===== src/rtl/pong_input_sequencer.sv =====
// Player input sequencer for the pong core: per-player paddle source select,
// frame-synchronous slew-limited paddle positions, and a coin pulse FSM with lockout.
module pong_input_sequencer #(
  parameter int COIN_CYCLES    = 35800,
  parameter int LOCKOUT_FRAMES = 30,
  parameter int SLEW_MAX       = 8
) (
  input  logic        clk_sys,
  input  logic        reset,
  input  logic        vsync,
  input  logic [1:0]  mode_p1,
  input  logic [1:0]  mode_p2,
  input  logic [15:0] analog_0,
  input  logic [15:0] analog_1,
  input  logic [7:0]  paddle_0,
  input  logic [7:0]  paddle_1,
  input  logic        start_req,
  input  logic        slew_en,
  output logic [7:0]  paddle1_vpos,
  output logic [7:0]  paddle2_vpos,
  output logic        coin_sw,
  output logic        busy
);

  localparam int CNT_W  = $clog2(COIN_CYCLES + 1);
  localparam int FCNT_W = $clog2(LOCKOUT_FRAMES + 1);
  localparam logic [8:0] SLEW_9 = 9'(SLEW_MAX);
  localparam logic [7:0] SLEW_8 = 8'(SLEW_MAX);

  localparam logic [1:0] ST_IDLE  = 2'd0;
  localparam logic [1:0] ST_PULSE = 2'd1;
  localparam logic [1:0] ST_LOCK  = 2'd2;

  logic vsync_q_reg;
  logic tick;

  always_ff @(posedge clk_sys or posedge reset) begin
    if (reset) vsync_q_reg <= 1'b0;
    else       vsync_q_reg <= vsync;
  end

  assign tick = vsync & ~vsync_q_reg;

  logic [1:0]  mode_arr  [2];
  logic [15:0] stick_arr [2];
  logic [7:0]  paddle_arr[2];
  logic [7:0]  vpos_arr  [2];

  assign mode_arr[0]   = mode_p1;
  assign mode_arr[1]   = mode_p2;
  assign stick_arr[0]  = analog_0;
  assign stick_arr[1]  = analog_1;
  assign paddle_arr[0] = paddle_0;
  assign paddle_arr[1] = paddle_1;

  genvar gi;
  generate
    for (gi = 0; gi < 2; gi++) begin : g_player
      logic [7:0] target;
      logic [8:0] diff;
      logic [7:0] step;
      logic [7:0] vpos_next;
      logic [7:0] vpos_reg;
      logic [1:0] mode_reg;
      logic       first_reg;

      always_comb begin
        case (mode_arr[gi])
          2'd0:    target = stick_arr[gi][15:8] + 8'h80;
          2'd1:    target = stick_arr[gi][7:0] + 8'h80;
          2'd2:    target = stick_arr[gi][7:0] ^ 8'h7F;
          default: target = paddle_arr[gi];
        endcase
      end

      // Distance is computed unsigned so the paddle walks the short way
      // along the screen, never wrapping 8'hFF <-> 8'h00.
      always_comb begin
        if (target >= vpos_reg) diff = {1'b0, target} - {1'b0, vpos_reg};
        else                    diff = {1'b0, vpos_reg} - {1'b0, target};
        step = (diff > SLEW_9) ? SLEW_8 : diff[7:0];
        if (target >= vpos_reg) vpos_next = vpos_reg + step;
        else                    vpos_next = vpos_reg - step;
        if (!slew_en || (mode_arr[gi] != mode_reg) || first_reg)
          vpos_next = target;
      end

      always_ff @(posedge clk_sys or posedge reset) begin
        if (reset) begin
          vpos_reg  <= 8'h80;
          mode_reg  <= 2'd0;
          first_reg <= 1'b1;
        end else if (tick) begin
          vpos_reg  <= vpos_next;
          mode_reg  <= mode_arr[gi];
          first_reg <= 1'b0;
        end
      end

      assign vpos_arr[gi] = vpos_reg;
    end
  endgenerate

  assign paddle1_vpos = vpos_arr[0];
  assign paddle2_vpos = vpos_arr[1];

  logic [1:0]        state_reg;
  logic [CNT_W-1:0]  cnt_reg;
  logic [FCNT_W-1:0] fcnt_reg;
  logic              coin_sw_reg;
  logic              start_prev_reg;
  logic              rise;

  assign rise = start_req & ~start_prev_reg;

  // start_prev resets high so a button held through reset never coins.
  always_ff @(posedge clk_sys or posedge reset) begin
    if (reset) begin
      state_reg      <= ST_IDLE;
      cnt_reg        <= '0;
      fcnt_reg       <= '0;
      coin_sw_reg    <= 1'b0;
      start_prev_reg <= 1'b1;
    end else begin
      start_prev_reg <= start_req;
      case (state_reg)
        ST_IDLE: begin
          coin_sw_reg <= 1'b0;
          if (rise) begin
            state_reg   <= ST_PULSE;
            cnt_reg     <= '0;
            coin_sw_reg <= 1'b1;
          end
        end
        ST_PULSE: begin
          if (cnt_reg == CNT_W'(COIN_CYCLES - 1)) begin
            state_reg   <= ST_LOCK;
            fcnt_reg    <= '0;
            coin_sw_reg <= 1'b0;
          end else begin
            cnt_reg <= cnt_reg + CNT_W'(1);
          end
        end
        ST_LOCK: begin
          coin_sw_reg <= 1'b0;
          if (tick) begin
            if (fcnt_reg == FCNT_W'(LOCKOUT_FRAMES - 1)) state_reg <= ST_IDLE;
            else                                         fcnt_reg  <= fcnt_reg + FCNT_W'(1);
          end
        end
        default: begin
          state_reg   <= ST_IDLE;
          coin_sw_reg <= 1'b0;
        end
      endcase
    end
  end

  assign coin_sw = coin_sw_reg;
  assign busy    = (state_reg != ST_IDLE);

endmodule

===== config.mk =====
export PLATFORM = sky130hd
export DESIGN_NAME = pong_input_sequencer
export DESIGN_NICKNAME = d
export VERILOG_FILES = /design/src/rtl/pong_input_sequencer.sv
export SDC_FILE = /design/constraint.sdc
export NUM_CORES = 1
export LEC_CHECK = 0
export CORE_UTILIZATION = 50
export CTS_CLUSTER_SIZE = 16
export DETAILED_ROUTE_END_ITERATION = 10
export GPL_TIMING_DRIVEN = 0
export PLACE_DENSITY = 0.74
export SKIP_LAST_GASP = 1
export SLEW_MARGIN = 15
export SYNTH_ARGS = -nofsm -noshare
export SYNTH_HDL_FRONTEND = slang
export SYNTH_SLANG_ARGS = --single-unit

===== constraint.sdc =====
create_clock -name clk_sys -period 14.79 [get_ports clk_sys]
set_clock_uncertainty 0.05 [all_clocks]
set_input_delay 2.2185 -clock clk_sys [delete_from_list [all_inputs] [get_ports clk_sys]]
set_output_delay 2.2185 -clock clk_sys [all_outputs]
set_load 0.03 [all_outputs]

Yosys cells after proc, flatten, opt, wreduce, memory -nomap -nowiden

Index checks and enable logic that the tools add are counted.

Register bits: 47
Word-level logic and storage cells: 90

Add/subtract/negate cells: 14
Order comparisons: 4
Eq/ne operators: 16
Multiplexer cells: 25
Bitwise logic cells: 6
Reductions and logical operators: 14

Operator list:

| kind                    | number |
|---|---|
| $mux W8                 | 6 |
| $pmux W8 S3             | 2 |
| $sub A8 B8 Y9           | 4 |
| $add A8 B8 Y8 const B   | 4 |
| $mux W16                | 2 |
| $pmux W16 S2            | 1 |
| $gt A9 B4 Y1 const B    | 2 |
| $mux W9                 | 2 |
| $add A16 B1 Y16 const B | 1 |
| $add A8 B8 Y8           | 2 |
| $eq A16 B16 Y1 const B  | 1 |
| $ge A8 B8 Y1            | 2 |
| $sub A8 B8 Y8           | 2 |
| $mux W5                 | 3 |
| $not A7 Y7              | 2 |
| $ne A2 B2 Y1 const B    | 6 |
| $pmux W5 S2             | 1 |
| $mux W2                 | 4 |
| $reduce_and A4 Y1       | 2 |
| $eq A2 B1 Y1 const B    | 3 |
| $eq A2 B2 Y1 const B    | 3 |
| $logic_not A2 Y1        | 3 |
| $pmux W2 S3             | 1 |
| $reduce_bool A2 Y1      | 3 |
| other kinds (10)        | 17 |

Longest topological paths before layout

Depth after elaboration: 9
Depth in mapped cells: 29

Worst setup path after synthesis

OpenSTA, ideal clock, no wires.

Kind: input port to flip-flop
Start: input port mode_p2[0]
End: register g_player[1].vpos_reg[7], in the netlist paddle2_vpos[7]
Setup time: 0.088 ns
Arrival time: 7.877 ns
Data required time: 14.652 ns
Path slack: 6.775 ns
Cell stages on the path: 28
Buffers on the path: 3
Path through: clkbuf_1 -> clkbuf_1 -> buf_1 -> a211oi_1 -> a21oi_1 -> inv_1 -> ha_1 -> fa_1 -> nand2b_1 -> a21oi_1 -> a21boi_0 -> o211a_1 -> a211oi_1 -> nand4_2 -> or3_2 -> ha_1 -> nand2_1 -> o41ai_1 -> ha_1 -> a21o_1 -> a21oi_1 -> o21bai_1 -> a21oi_1 -> o21bai_1 -> a21oi_1 -> xnor2_1 -> and3_1 -> or3_1

Longest elaborated chain between the ends: 9
Elaborated cells between the ends (all ways): 17
Those cells by class: 4 x add/sub; 2 x order compare; 3 x eq/ne; 5 x mux; 3 x reduce/logical

RTL lines:

| element                                               | RTL line | RTL |
|---|---|---|
| start, declared                                       | 12       | `input logic [1:0] mode_p2,` |
| $eq A2 B2 Y1, or another cell as far along            | 68       | `case (mode_arr[gi])` |
| $pmux W8 S3                                           | 68       |  |
| $sub A8 B8 Y9, or another cell as far along           | 80       | `else diff = {1'b0, vpos_reg} - {1'b0, target};` |
| $mux W9                                               | 79       | `if (target >= vpos_reg) diff = {1'b0, target} - {1'b0, vpos_reg};` |
| $gt A9 B4 Y1                                          | 81       | `step = (diff > SLEW_9) ? SLEW_8 : diff[7:0];` |
| $mux W8                                               | 81       |  |
| $sub A8 B8 Y8 / $add A8 B8 Y8 (equally long branches) | 83, 82   |  |
| $mux W8                                               | 82       | `if (target >= vpos_reg) vpos_next = vpos_reg + step;` |
| $mux W8 (*)                                           | 84       | `if (!slew_en \|\| (mode_arr[gi] != mode_reg) \|\| first_reg)` |
| end signal, assigned                                  | 94       | `vpos_reg <= vpos_next;` |
| end, declared                                         | 63       | `logic [7:0] vpos_reg;` |

Mark *: on every way between the ends. The rest lies on a longest branch, timed or not.
A chain may end at the register's enable or synchronous reset.

Worst setup path after layout

Same ends and word-level chain as after synthesis.

==> run_results.csv <==
group,metric,value,unit
sta,fin_ws,5.91,ns
die,die_x,106,µm
logic_synthesis,synth_edf_count,0,
pwr,irDropWorstVdd,0.0849,mV
pwr,p_switching,389,µW
clocking,clock-sinks,47,
clocking,clockRootBuffer,"clkbuf_8",
clocking,cts_buffers,5,
pwr,comb_power_share,67.4,%
finish,diodes,0,
sta,finalHoldViolations,0,
clocking,cts_tree,"built",
logic_synthesis,syn_area_per_cell,8.14,µm²
drt,drt-vias-per-instance,5.73,
worst_setup_path,crit_top_cell,"a21oi_1",
worst_setup_path,crit_type,"input port to flop",
pwr,pwr-share-seq,23.4,%
finish,area_delta_synth_final,18.0,%
sta,slew_headroom,49.7,%
logic_synthesis,netlist_instances,662,
sta,fmax,113,MHz
clocking,ctsHoldBuffers,0,
sta,worst_pin_slew,0.747,ns
clocking,htreeDepth,2,
worst_setup_path,critPathArrivalTime,9.05,ns
drt,vias,5023,
global_route,grt_pass1_wl,23200,µm
drt,drtPass1Iterations,5,
placed_design,place_inst,869,
worst_setup_path,critPathLaunchType,"input port",
placed_design,port_buffers,70,
finish,final_cell_mix,"clkdlybuf4s50_1, inv_1, ha_1, nor2_1, a21oi_1",
global_route,grt-ovfl-total,0,
finish,layout_commonest_cell,"clkdlybuf4s50_1",
finish,fin_nets,860,
sta,period_minus_slack,8.88,ns
global_route,grt_pass1_vias,4927,
drt,drc,0,
pwr,power.leakage,0.00289,µW
worst_setup_path,reg2regPathDepth,21,
outcome,outcome,"finished, final reports clean",
die,dieArea,11200,µm²
finish,layout.cells.non_filler,877,
die,rows,37,
logic_synthesis,syn_area,5390,µm²
run,max_cap_violations,0,
pwr,p_clk_share,9.2,%
pwr,p_per_area,127,nW/µm²
clocking,clkLatencyLatePin,0.30,ns
drt,drt-wirelength-per-cell,15.5,µm
logic_synthesis,ys_warn_count,0,
clocking,clk_pin_slew_worst_paths,0.08,ns
logic_synthesis,synth_ff_type,"dfrtp_1",
logic_synthesis,ys_seq_area_share,21.9,%
sta,fin_crit_sh,60.1,%
clocking,post_cts.repair.setup_buffers,0,
logic_synthesis,syn_nets,782,
pwr,intPower,422,µW
global_route,antenna_found_initial,0,
finish,largest_reg_flops,16,
drt,dr.first_iter.drc_count,259,
global_route,grt_max_degree,29,
worst_setup_path,slowest_stage,"or3_2",
worst_setup_path,critPathMaxFanout,10,
logic_synthesis,ys_ff_latch,47,
pwr,p_sw_share,47.9,%
finish,drive_above_1_share,6.75,%
logic_synthesis,synthArstFlopShare,100,%
worst_hold_path,worstHoldPathCells,1,
drt,routed_wl,13600,µm
sta,rsz0062_at_grt,"no",
worst_setup_path,critPathCaptureType,"flop",
drt,ant_nets,0,
global_route,grt_usage,25.2,%
clocking,cts-resized-gates,0,
die,coreArea,10400,µm²
worst_hold_path,hold_path.class,"flop to flop",
sta,setup_viol,0,
worst_setup_path,critPathMaxStageDelay,0.53,ns
sta,drv_slew,0,
die,initial_core_util,51.9,%
placed_design,place_hpwl,11100,µm
placed_design,gp_congestion,0.899,
logic_synthesis,ys_types,72,
worst_setup_path,required,14.96,ns
die,io_pins,75,
sta,setup-tns-final,0,ns
placed_design,preCtsSetupSlack,5.66,ns
clocking,cts_max_path_buffers,2,
die,die_h,106,µm
finish,fill_cells,936,
==> critical path, delay by kind of cell <==
family / cells / cell delay [ns]
AOI/OAI and AO/OA: 13 / 2.58
and+or+nand+nor: 6 / 1.56
xor gates and xnor gates: 1 / 0.11
adders and majority gates: 4 / 1.27
buffers and inverters: 4 / 1.29
==> cell usage after synthesis, drive strengths merged, types with 4 or more instances <==
library cell	instances	area share (%)
a31oi	5	0.58
o211ai	9	1.3
o21ai	37	3.4
mux2i	37	6.9
or3	7	0.84
and3	4	0.46
nor2	51	3.6
and2	6	0.79
nor3	9	0.84
a21o	11	1.5
o21a	6	0.84
dfrtp	43	20
nand2	46	3.3
inv	68	4.7
nand3	20	1.9
fa	6	2.2
a21oi	51	4.8
buf	12	1.5
nand4	12	1.6
a211oi	12	1.7
nor2b	15	1.7
clkbuf	16	1.1
nand2b	6	0.70
o22ai	4	0.46
xnor2	23	3.7
xor2	17	2.8
nand3b	4	0.56
o21bai	7	0.98
ha	57	13
dfstp	4	2.0
mux2	8	1.7
==> kinds of logic (layout without fill, tap and decap cells) <==
family,after synthesis,in the layout,synth area share [%]
multiplexers,45,45,8.55
adder cells (fa/ha/maj),63,63,15.5
flip-flops,47,47,21.9
AND/OR/NAND/NOR,196,196,18.6
AO/OA/AOI/OAI,175,175,21.6
XOR/XNOR,40,40,6.50
buffers and inverters,96,175,7.34
==> per-layer routing <==
metal | global-route usage [%] | routed length [µm] | vias to the layer above
met5 | 0 | 0 | -
met4 | 5.75 | 107 | 0
met3 | 2.97 | 520 | 11
met2 | 43.0 | 6590 | 108
met1 | 34.1 | 6360 | 2407
li1 | - | - | 2497
==> power by group through the flow <==
| stage | logic, µW | clock network (µW) | registers, µW |
|---|---|---|---|
| 3_5_place_dp | 539 | 0 | 192 |
| 2_1_floorplan | 383 | 0 | 206 |
| 4_1_cts | 542 | 77.0 | 190 |
| 5_1_grt | 602 | 82.2 | 195 |
| 6_report | 546 | 74.5 | 190 |
| 3_3_place_gp | 521 | 0 | 191 |
==> final cells by class <==
type	count	area (µm²)	share of cell area (%)
buffer	28	140	2.20
clock buffer	7	76.3	1.20
clock inverter	1	5.00	0.0787
inverter	68	255	4.01
multi-input combinational	519	3810	59.9
sequential	47	1180	18.6
tap	136	170	2.68
timing repair buffer	71	721	11.3
==> final timing paths <==
path | startpoint | endpoint | slack [ns]
hold reg to reg | g_player[1].first_reg$_DFFE_PP1P_ | g_player[1].first_reg$_DFFE_PP1P_ | 0.45
setup reg to reg | paddle2_vpos[7]$_DFFE_PP1P_ | paddle2_vpos[7]$_DFFE_PP1P_ | 9.08
max in group asynchronous | reset | paddle2_vpos[7]$_DFFE_PP1P_ | 11.94
hold / removal | g_player[1].first_reg$_DFFE_PP1P_ | g_player[1].first_reg$_DFFE_PP1P_ | 0.45
setup / recovery | mode_p2[0] | paddle2_vpos[7]$_DFFE_PP1P_ | 5.91
min in group asynchronous | reset | cnt_reg[6]$_DFFE_PP0P_ | 2.18
==> through the flow <==
stage	cell area [µm²]	power, µW	utilization, %	hold WS [ns]
after CTS	6360	809	61.3	0.451
after global routing	6360	879	61.3	0.470
final	6360	811	61.3	0.450
after floorplan	5390	589	-	0.420
after detailed placement	6280	731	60.5	0.437
after global placement	6260	711	60.3	0.420
(Power assumes the default switching activity.)
